`src/rtl/uart_rx_oversampled.sv`:
```
// Oversampling 8N1 UART receiver with a valid/ready holding register, framing and overrun flags.
// Define UART_RX_PARITY_EN to receive start + 8 data + even parity + stop frames.
module uart_rx_oversampled #(
    parameter int unsigned CLK_FREQ   = 50_000_000,
    parameter int unsigned BAUD_RATE  = 115200,
    parameter int unsigned OVERSAMPLE = 16
) (
    input  logic       clk,
    input  logic       reset,
    input  logic       uart_rx,
    output logic [7:0] rx_data,
    output logic       rx_valid,
    input  logic       rx_ready,
    output logic       frame_err,
    output logic       overrun,
    output logic       parity_err
);

    localparam int unsigned DIV    = (CLK_FREQ + BAUD_RATE * OVERSAMPLE / 2) / (BAUD_RATE * OVERSAMPLE);
    localparam int unsigned DIV_W  = (DIV > 1) ? $clog2(DIV) : 1;
    localparam int unsigned SMP_W  = $clog2(OVERSAMPLE);
    localparam int unsigned SMP_LO = OVERSAMPLE / 2 - 1;
    localparam int unsigned SMP_MD = OVERSAMPLE / 2;
    localparam int unsigned SMP_HI = OVERSAMPLE / 2 + 1;

    typedef enum logic [2:0] {
        IDLE   = 3'd0,
        START  = 3'd1,
        DATA   = 3'd2,
        STOP   = 3'd3,
`ifdef UART_RX_PARITY_EN
        PARITY = 3'd5,
`endif
        BREAK  = 3'd4
    } state_t;

    state_t             state, state_nxt;
    logic [1:0]         sync_q;
    logic               rx_s;
    logic [DIV_W-1:0]   div_cnt;
    logic               tick_c;
    logic [SMP_W-1:0]   smp_cnt, smp_nxt, smp_step_c;
    logic [2:0]         bit_idx, bit_nxt;
    logic [7:0]         shift_q, shift_nxt;
    logic [1:0]         maj_q, maj_nxt;
    logic               maj_c;
    logic               brk_high_q, brk_nxt;
    logic               deliver_c;
    logic [7:0]         rx_data_nxt;
    logic               rx_valid_nxt;
    logic               frame_err_nxt;
    logic               overrun_nxt;
`ifdef UART_RX_PARITY_EN
    logic               par_bad_q, par_bad_nxt;
    logic               parity_err_nxt;
`endif

    assign rx_s       = sync_q[1];
    assign tick_c     = (div_cnt == DIV_W'(DIV - 1));
    assign smp_step_c = (smp_cnt == SMP_W'(OVERSAMPLE - 1)) ? '0 : smp_cnt + SMP_W'(1);
    // Third sample is the live line value at the commit tick.
    assign maj_c      = (maj_q[0] & maj_q[1]) | (maj_q[0] & rx_s) | (maj_q[1] & rx_s);

    // Synchronizer and free-running sample tick divider
    always_ff @(posedge clk) begin
        if (reset) begin
            sync_q  <= 2'b11;
            div_cnt <= '0;
        end else begin
            sync_q  <= {sync_q[0], uart_rx};
            div_cnt <= tick_c ? '0 : div_cnt + DIV_W'(1);
        end
    end

    // State and datapath registers
    always_ff @(posedge clk) begin
        if (reset) begin
            state      <= IDLE;
            smp_cnt    <= '0;
            bit_idx    <= '0;
            shift_q    <= '0;
            maj_q      <= 2'b11;
            brk_high_q <= 1'b0;
            rx_data    <= 8'h00;
            rx_valid   <= 1'b0;
            frame_err  <= 1'b0;
            overrun    <= 1'b0;
`ifdef UART_RX_PARITY_EN
            par_bad_q  <= 1'b0;
            parity_err <= 1'b0;
`endif
        end else begin
            state      <= state_nxt;
            smp_cnt    <= smp_nxt;
            bit_idx    <= bit_nxt;
            shift_q    <= shift_nxt;
            maj_q      <= maj_nxt;
            brk_high_q <= brk_nxt;
            rx_data    <= rx_data_nxt;
            rx_valid   <= rx_valid_nxt;
            frame_err  <= frame_err_nxt;
            overrun    <= overrun_nxt;
`ifdef UART_RX_PARITY_EN
            par_bad_q  <= par_bad_nxt;
            parity_err <= parity_err_nxt;
`endif
        end
    end

`ifndef UART_RX_PARITY_EN
    assign parity_err = 1'b0;
`endif

    // Frame FSM and holding-register control
    always_comb begin
        state_nxt     = state;
        smp_nxt       = smp_cnt;
        bit_nxt       = bit_idx;
        shift_nxt     = shift_q;
        maj_nxt       = maj_q;
        brk_nxt       = brk_high_q;
        deliver_c     = 1'b0;
        frame_err_nxt = 1'b0;
        overrun_nxt   = 1'b0;
        rx_data_nxt   = rx_data;
        rx_valid_nxt  = rx_valid;
`ifdef UART_RX_PARITY_EN
        par_bad_nxt    = par_bad_q;
        parity_err_nxt = 1'b0;
`endif

        case (state)
            IDLE: begin
                if (tick_c && !rx_s) begin
                    state_nxt = START;
                    smp_nxt   = '0;
                end
            end
            BREAK: begin
                // Line must read high on two consecutive ticks with no low in between.
                if (!rx_s) begin
                    brk_nxt = 1'b0;
                end else if (tick_c) begin
                    if (brk_high_q) state_nxt = IDLE;
                    else            brk_nxt   = 1'b1;
                end
            end
            default: begin
                if (tick_c) begin
                    smp_nxt = smp_step_c;
                    if (smp_step_c == SMP_W'(SMP_LO)) maj_nxt[0] = rx_s;
                    if (smp_step_c == SMP_W'(SMP_MD)) maj_nxt[1] = rx_s;
                    if (smp_step_c == SMP_W'(SMP_HI)) begin
                        case (state)
                            START: begin
                                if (maj_c) begin
                                    state_nxt = IDLE;
                                end else begin
                                    state_nxt = DATA;
                                    bit_nxt   = '0;
                                end
                            end
                            DATA: begin
                                shift_nxt = {maj_c, shift_q[7:1]};
                                bit_nxt   = bit_idx + 3'd1;
                                if (bit_idx == 3'd7) begin
`ifdef UART_RX_PARITY_EN
                                    state_nxt = PARITY;
`else
                                    state_nxt = STOP;
`endif
                                end
                            end
`ifdef UART_RX_PARITY_EN
                            PARITY: begin
                                par_bad_nxt = maj_c ^ (^shift_q);
                                state_nxt   = STOP;
                            end
`endif
                            STOP: begin
                                if (maj_c) begin
                                    state_nxt = IDLE;
`ifdef UART_RX_PARITY_EN
                                    if (par_bad_q) parity_err_nxt = 1'b1;
                                    else           deliver_c      = 1'b1;
`else
                                    deliver_c = 1'b1;
`endif
                                end else begin
                                    frame_err_nxt = 1'b1;
                                    brk_nxt       = 1'b0;
                                    state_nxt     = BREAK;
                                end
                            end
                            default: state_nxt = IDLE;
                        endcase
                    end
                end
            end
        endcase

        // Accept and deliver in the same cycle keeps rx_valid high with the new byte.
        if (deliver_c) begin
            if (!rx_valid || rx_ready) begin
                rx_data_nxt  = shift_q;
                rx_valid_nxt = 1'b1;
            end else begin
                overrun_nxt = 1'b1;
            end
        end else if (rx_valid && rx_ready) begin
            rx_valid_nxt = 1'b0;
        end
    end

endmodule

```
`config.mk`:
```
export PLATFORM = sky130hd
export DESIGN_NAME = uart_rx_oversampled
export DESIGN_NICKNAME = d
export VERILOG_FILES = /design/src/rtl/uart_rx_oversampled.sv
export SDC_FILE = /design/constraint.sdc
export NUM_CORES = 1
export LEC_CHECK = 0
export CORE_UTILIZATION = 40
export CTS_CLUSTER_SIZE = 12
export DETAILED_ROUTE_END_ITERATION = 8
export PLACE_DENSITY = 0.64
export SLEW_MARGIN = 30
export SYNTH_ARGS = -nofsm -noshare
export SYNTH_HDL_FRONTEND = slang
export SYNTH_SLANG_ARGS = --single-unit
```
`constraint.sdc`:
```
create_clock -name clk -period 5.39 [get_ports clk]
set_input_delay 1.078 -clock clk [delete_from_list [all_inputs] [get_ports clk]]
set_output_delay 1.078 -clock clk [all_outputs]
set_load 0.02 [all_outputs]
```
# ---- Word-level counts from Yosys, hierarchy flattened
# Index checks and enable logic that the tools add are counted.
dict set report word_totals {
  register_bits 39
  inputBits 4
  out_inout_bits 12
  word_cells 107
}
dict set report classes {
  n_addsub 3
  n_eq_ne 19
  mux 34
  n_bitwise 12
  n_reduce_logical 26
}
# cell n
set ops {}
lappend ops {{$mux 3} 9}
lappend ops {{$mux 1} 16}
lappend ops {{$eq 4x4->1 const B} 3}
lappend ops {{$mux 4} 3}
lappend ops {{$pmux 3 s2} 2}
lappend ops {{$reduce_bool 2->1} 6}
lappend ops {{$ne 2x2->1 const B} 5}
lappend ops {{$pmux 3 s3} 1}
lappend ops {{$reduce_and 3->1} 3}
lappend ops {{$pmux 4 s2} 1}
lappend ops {{$not 1->1} 7}
lappend ops {{$reduce_and 7->1} 1}
lappend ops {{$eq 3x2->1 const B} 2}
lappend ops {{$eq 3x3->1 const B} 2}
lappend ops {{$ne 2x1->1 const B} 3}
lappend ops {{$reduce_and 6->1} 1}
lappend ops {{$reduce_or 2->1} 3}
lappend ops {{$reduce_or 6->1} 1}
lappend ops {{$add 5x1->5 const B} 1}
lappend ops {{$eq 5x5->1 const B} 1}
lappend ops {{$reduce_and 5->1} 1}
lappend ops {{$add 4x1->4 const B} 1}
lappend ops {{$eq 4x3->1 const B} 1}
lappend ops {{$ne 4x4->1 const B} 1}
lappend ops {{13 further kinds} 19}

# ---- Logic depth before layout (Yosys ltp)
# Gate-level depths: netlist (run 1).
dict set report logic_depth {
  depth_word 10
  mapped_depth 7
}

# ---- Least setup slack after synthesis (run 1)
# OpenSTA, ideal clock, no wires.
dict set report synth_timing {
  kind {input to register}
  from {input port reset}
  to {register div_cnt[2]}
  setup_ns 0.065
  t_arrival_ns 1.957
  setup_slack_ns 3.368
  path_stages 5
  cell_sequence {inv_1 > clkbuf_1 > clkbuf_1 > nand2_1 > nor2_1}
}
dict set report synth_between {
  elab_chain_cells 1
}
# element line_no
set synth_rtl {}
lappend synth_rtl {{from (decl)} 9} ;# input logic reset,
lappend synth_rtl {{$reduce_or 2->1 (no source line)} n/a}
lappend synth_rtl {{to (signal assigned)} 71} ;# div_cnt <= tick_c ? '0 : div_cnt + DIV_W'(1);
lappend synth_rtl {{to (decl)} 40} ;# logic [DIV_W-1:0] div_cnt;
# No other way between the ends.
# A chain may end at the register's enable or synchronous reset.

==> results of run 1 <==
[Yosys cell counts (2+ instances only)]
cell	instances	area, um2
mux2_2	2	22.52
mux2i_1	12	120.1
inv_1	8	30.03
nand3_1	10	50.05
buf_2	3	15.01
and4b_1	2	20.02
o21ai_0	5	25.02
nand2b_1	4	25.02
ha_1	8	100.1
nor3_1	3	15.01
clkbuf_1	9	33.78
dfxtp_1	39	780.8
nand2_1	15	56.30
or3_1	2	12.51
nor4_1	10	62.56
o211ai_1	2	15.01
a21oi_1	8	40.04
xnor2_1	2	17.52
a22oi_1	2	15.01
a31o_2	9	78.83
nor2b_1	3	18.77
o31ai_1	3	22.52
nor2_1	16	60.06
or2_2	2	12.51
nand4b_1	3	26.28
[per-stage QoR]
stage               setup WS [ps]  hold WS [ps]
finish                       2432         420.6
global route                 2237         446.1
CTS                          2417         432.0
detailed placement           2096         409.8
global placement             2110         392.6
floorplan                    3368         389.5
[state kept, by name (all words and copies together) (netlist names)]
signal / flops
bit_idx: 3
frame_err: 1
state: 3
rx_valid: 1
maj_q: 2
sync_q: 2
div_cnt: 5
shift_q: 8
brk_high_q: 1
overrun: 1
smp_cnt: 4
rx_data: 8
[worst max path at each step]
stage | to | slack, ps | cells after the start
after floorplan | div_cnt[2] | 3370 | 5
after global placement | rx_data[6] | 2110 | 5
after detailed placement | rx_data[3] | 2100 | 5
after CTS | rx_data[3] | 2420 | 5
after global routing | shift_q[0] | 2240 | 5
final | rx_data[3] | 2430 | 5
[logic make-up (layout without fill, tap and decap cells)]
logic type	count (synthesis)	count (layout)
flops	39	39
simple gates	77	77
compound gates	35	35
buf+inv	21	30
xor+xnor	3	3
fa+ha+maj	9	9
mux	14	14
other cells	1	1
[power by group through the flow]
stage	registers, W	logic, W	clock network [W]
after floorplan	0.000300	0.0000160	0
after global placement	0.000302	0.0000188	0
after detailed placement	0.000302	0.0000189	0
after CTS	0.000295	0.0000191	0.000195
after global routing	0.000296	0.0000218	0.000209
final	0.000295	0.0000190	0.000188
[metal layers]
layer | wire, um | global-route usage | vias up
met5 | 0 | 0 | -
met3 | 161 | 0.03924 | 7
met1 | 1806 | 0.2205 | 635
li1 | - | - | 737
met2 | 1391 | 0.2222 | 36
met4 | 70 | 0.07333 | 0
[final cells by class]
class / instances / area [um2] / area share
clock inverter: 1 / 5.005 / 0.002418
tap: 52 / 65.06 / 0.03144
inverter: 8 / 30.03 / 0.01451
timing repair buffer: 14 / 140.1 / 0.06771
sequential: 39 / 780.7 / 0.3773
multi-input combinational: 139 / 972.2 / 0.4698
clock buffer: 7 / 76.32 / 0.03688
[worst max-delay path: stages]
cell and delay (ps):
clkdlybuf4s50_1 970, inv_1 520, nand2_1 260, nor4_1 60, a31o_2 240
[cells in the final DEF, fill, tap and decap left out, types with 3 or more instances in the layout]
cell type and n:
nor3_1 3, nor2b_1 3, a21oi_1 8, nor4_1 10, nand2b_1 4, nand3_1 10, nand2_1 15, nand4b_1 3
a31o_2 9, o21ai_0 5, inv_1 8, clkbuf_8 5, dfxtp_1 39, o31ai_1 3, clkdlybuf4s50_1 14, nor2_1 16
mux2i_1 12, ha_1 8
==> impl_results.md, run 1 <==
- Status: complete, no violations
- Sequential share of power: 0.588
- Switch share: 0.2262
- Worst r2r path cells: 5
- Fraction of the mapped netlist area in compound gates: 0.1463
- Antenna Cells: 0
- Largest family of logic cells by synthesized area: simple AND/OR/NAND/NOR gates
- Fmax: between 300 and 400 MHz
- Reg2reg start: smp_cnt[1]
- CP Max Fanout: 22
- Worst Setup SP: reset
- First drt pass iteration count: 4
- Vias in the first global route: about 1,300
- NetSw: about 0.00011 W
- Resized Gates After CTS: 0
- Clk Latency, worst-skew pair: around 290 ps
- Post-synth EDFFs: 0
- Post-Place Cell Area: between 0.0015 and 0.002 mm2
- Cells after synthesis: 199
- Nets: roughly 220
- Post-synthesis simple-gate area fraction: 0.2279
- Boundary Pins: 16
- Final hold vios: 0
- Hold Path Depth: 1
- Chip Width: between 60 and 70 um
- Post-cts hold buffer count: 0
- # port buffers: 14
- Arr. time, crit path: about 3200 ps
- Logic pwr share: 0.038
- Sum Neg Setup Slack: 0 ps
- Worst VDD drop: 0.1589 mV
- H-tree levels: 2
- Xor and xnor area share after synthesis: 0.01429
- Total CTS buffers: 5
- Reg2Reg Setup Slack: slightly above 3000 ps
- Post-Synth Adder-Cell Area: 0.06054
- Clock skew: roughly 4.6 ps
- Root Driver: clkbuf_8
- Core Area: about 0.0044 mm2
- Worst min path class: flop to flop
- Routed vias: 1,415
- Register area share after synthesis: 0.4245
- Avg WL per Cell: 13.19 um
- Synthesized flop and latch total: 39
- Clk sinks: 39
- Critical R2R Capture: shift_q[7]
- Power Dens Cells: 242.9 mW/mm2
- Post-CTS Setup Inserts: 0
- # setup viols final: 0
- Post-synthesis mux area share: 0.07755
- Area Growth Syn to Fin: 12.52%
- Layout cells sized above 1: 0.1154
- Gr ovfl total: 0
- Layout fillers: between 400 and 500
- Startpoint Class: input pin
- CP endpoint kind: flop
- CTS tree: yes
- Vias per cell: between 5 and 6
- Clock network power share: 0.375
- Antenna-violating nets left: 0
- Relative slew slack: 0.4306
- Post-detail-place hpwl: 2.360 mm
- Initial antenna violation count: 0
- Worst-path clk slew: ~70 ps
- First-pass GRT wire length: 6.051 mm
- RSZ-0062 raised after global routing: no
- Mapped cell area: around 0.0018 mm2
- Syn avg cell area: just over 9 um2
- Pint: roughly 0.00039 W
- Gr usage total: 0.1565
- Slew Limit Fails: 0
- Maximum buffer depth of the clock tree: 2
- Worst-Margin Slew: 851.3 ps
- Worst hold start: sync_q[0]
- DIE HEIGHT: ~70 um
- Starting Density: 0.4195
- Initial DRC Count: 55
- Min Clock Period, post-route: 2958 ps
- Routability-driven placement congestion ratio: 0.7476
- DIE AREA: 0.004873 mm2
- Placed insts: about 250
- Ys flop type: dfxtp_1
- Final Util: 0.4720
- Static Leak: about 0.76 nW
- CP Class: input pin to flop
- Synth unique cells: 42
- Crit path required time: approximately 5600 ps
- Fin area: ~0.0021 mm2
- Ys Warns: 0
- Tcrit/Tclk final: 0.5487
- Non-Filler Instances: 260
- Largest net degree at the start of global routing: 23
- Synth async-reset ratio: 0
- Residual DRC: 0
- Routed WL: 3.430 mm
- Total power: around 0.00050 W
- Maxcap violations: 0
- Hold Path End: sync_q[1]
- Row count: 24
- Net Count, Synth: roughly 210
Power figures use the tool's default switching activity.
==> run 2, diff against run 1 <==
- PLACE_DENSITY: 0.64 -> 0.66
- clock period: 5.39 -> 2.6 ns (I/O delays scaled with it)
==> run 2 against run 1 <==
  * Final area grew 1.6%
  * Sequential share of layout area shrank 0.61 points
  * Die area unchanged
  * Wire length rose by 4.9%
  * Clock power increased by 110%
  * Largest power group unchanged
==> impl_results.md, run 2 (same netlist as run 1, synthesis figures left out) <==
- DIE AREA: around 0.0049 mm2
- Post-CTS Setup Inserts: 0
- Clock network power share: 0.382
- Power Dens Cells: roughly 500 mW/mm2
- Crit path required time: between 2000 and 3000 ps
- Placed insts: ~260
- Gr ovfl total: 0
- Routability-driven placement congestion ratio: between 0.7 and 0.8
- DIE HEIGHT: between 60 and 70 um
- Routed vias: between 1,000 and 1,500
- Tcrit/Tclk final: 0.7878
- Most frequent cells in the layout: dfxtp_1 (39), nor2_1 (16), nand2_1 (15), clkdlybuf4s50_1 (14), mux2i_1 (12)
- Arr. time, crit path: approximately 2200 ps
- Root Driver: clkbuf_8
- CTS tree: yes
- Largest net degree at the start of global routing: 22
- Layout cells sized above 1: 0.1368
- Row count: 24
- Crit-path max cell delay: ~450 ps
- Antenna-violating nets left: 0
- Starting Density: 0.4195
- Buf/Inv on CP: 1
- Switch share: 0.2376
- Residual DRC: 0
- CP endpoint kind: flop
- Routed WL: 3.598 mm
- Startpoint Class: flop
- Resized Gates After CTS: 0
- Post-cts hold buffer count: 0
- Core Area: between 0.004 and 0.005 mm2
- Worst-path clk slew: 80 ps
- Logic pwr share: 0.040
- Top flop regs: rx_data: 8 flops, shift_q: 8 flops, div_cnt: 5 flops
- Commonest non-fill, non-tap cell in the layout: dfxtp_1
- Area Growth Syn to Fin: 14.35%
- Fmax: around 490 MHz
- Worst path slowest cell: dfxtp_1
- Post-detail-place hpwl: 2.462 mm
- # port buffers: 14
- Final hold vios: 0
- Worst min path class: flop to flop
- RSZ-0062 raised after global routing: no
- Vias per cell: approximately 5.5
- Initial antenna violation count: 0
- Worst-Margin Slew: between 500 and 600 ps
- Sequential share of power: 0.578
- Chip Width: approximately 70 um
- First drt pass iteration count: 4
- Maximum buffer depth of the clock tree: 2
- Boundary Pins: 16
- Hold WS: around 420 ps
- Slew Limit Fails: 0
- # setup viols final: 0
- Pint: between 0.0008 and 0.0009 W
- CP Class: flop to flop
- Antenna Cells: 0
- Clk sinks: 39
- Worst VDD drop: between 0.15 and 0.2 mV
- Gr usage total: 0.1608
- Vias in the first global route: roughly 1,300
- Non-Filler Instances: roughly 260
- Sum Neg Setup Slack: 0 ps
- Avg WL per Cell: about 14 um
- Clock skew: around 10 ps
- Status: complete, no violations
- Initial DRC Count: about 110
- Delay-heaviest family, CP: compound AO/OA/AOI/OAI gates
- Total CTS buffers: 5
- Nets: ~220
- CP Cell Sequence: inv_1 -> ha_1 -> and4b_1 -> a31o_2 -> o211ai_1 -> mux2_2
- Static Leak: a little under 0.8 nW
- Min Clock Period, post-route: between 2000 and 2500 ps
- Clk Latency, worst-skew pair: roughly 290 ps
- Maxcap violations: 0
- Layout fillers: between 400 and 500
- NetSw: 0.0002516 W
- H-tree levels: 2
- Relative slew slack: 0.6236
- CP Max Fanout: 7
- First-pass GRT wire length: 6.216 mm
[run 2: cell types whose count changed in the layout (fill, tap and decap cells not counted), sizes merged]
cell / previous run / this run
buf: 0 / 4
clkbuf: 7 / 6
clkinvlp: 0 / 1
[run 2: routing by layer]
metal | part of all wire | vias up | global-route usage
li1 | - | 741 | -
met1 | 0.52 | 673 | 0.2200
met2 | 0.43 | 23 | 0.2382
met3 | 0.034 | 5 | 0.05233
met4 | 0.015 | 0 | 0.05333
met5 | 0 | - | 0
[run 2: layout make-up]
class | count | area, um2 | area share
multi-input cells | 139 | 972.2 | 0.4622
flip-flops and latches | 39 | 780.7 | 0.3712
clock buffers | 6 | 72.57 | 0.03450
clock inverters | 2 | 12.51 | 0.005949
well taps | 52 | 65.06 | 0.03093
inverters | 8 | 30.03 | 0.01428
repair buffers | 18 | 170.2 | 0.08090
[run 2: through the flow]
step	utilization	cell area, um2	setup slack, ps	power, W
after floorplan	-	1839	691.2	0.0006548
after CTS	0.4797	2103	549.1	0.001067
final	0.4797	2103	551.8	0.001059
after detailed placement	0.4603	2018	571.7	0.0006687
after global routing	0.4797	2103	441.7	0.001097
after global placement	0.4603	2018	596.3	0.0006672
[run 2: worst paths after layout]
kind | from | to | slack, ps | cells past startpoint
max | smp_cnt[0] | state[0] | 550 | 6
min | sync_q[0] | sync_q[1] | 420 | 1
max reg2reg | smp_cnt[0] | state[0] | 550 | 6
min reg2reg | sync_q[0] | sync_q[1] | 420 | 1
[run 2: worst register-to-register path: stages (launching register included)]
cell and delay (ps):
dfxtp_1 450, inv_1 120, ha_1 220, and4b_1 220, a31o_2 300, o211ai_1 270, mux2_2 370
[run 2: power groups by stage]
stage	clock, W	sequential (W)	combinational, W
after floorplan	0	0.000622	0.0000331
after detailed placement	0	0.000626	0.0000424
after global routing	0.000434	0.000614	0.0000479
final	0.000404	0.000612	0.0000425
after global placement	0	0.000626	0.0000413
after CTS	0.000412	0.000612	0.0000431
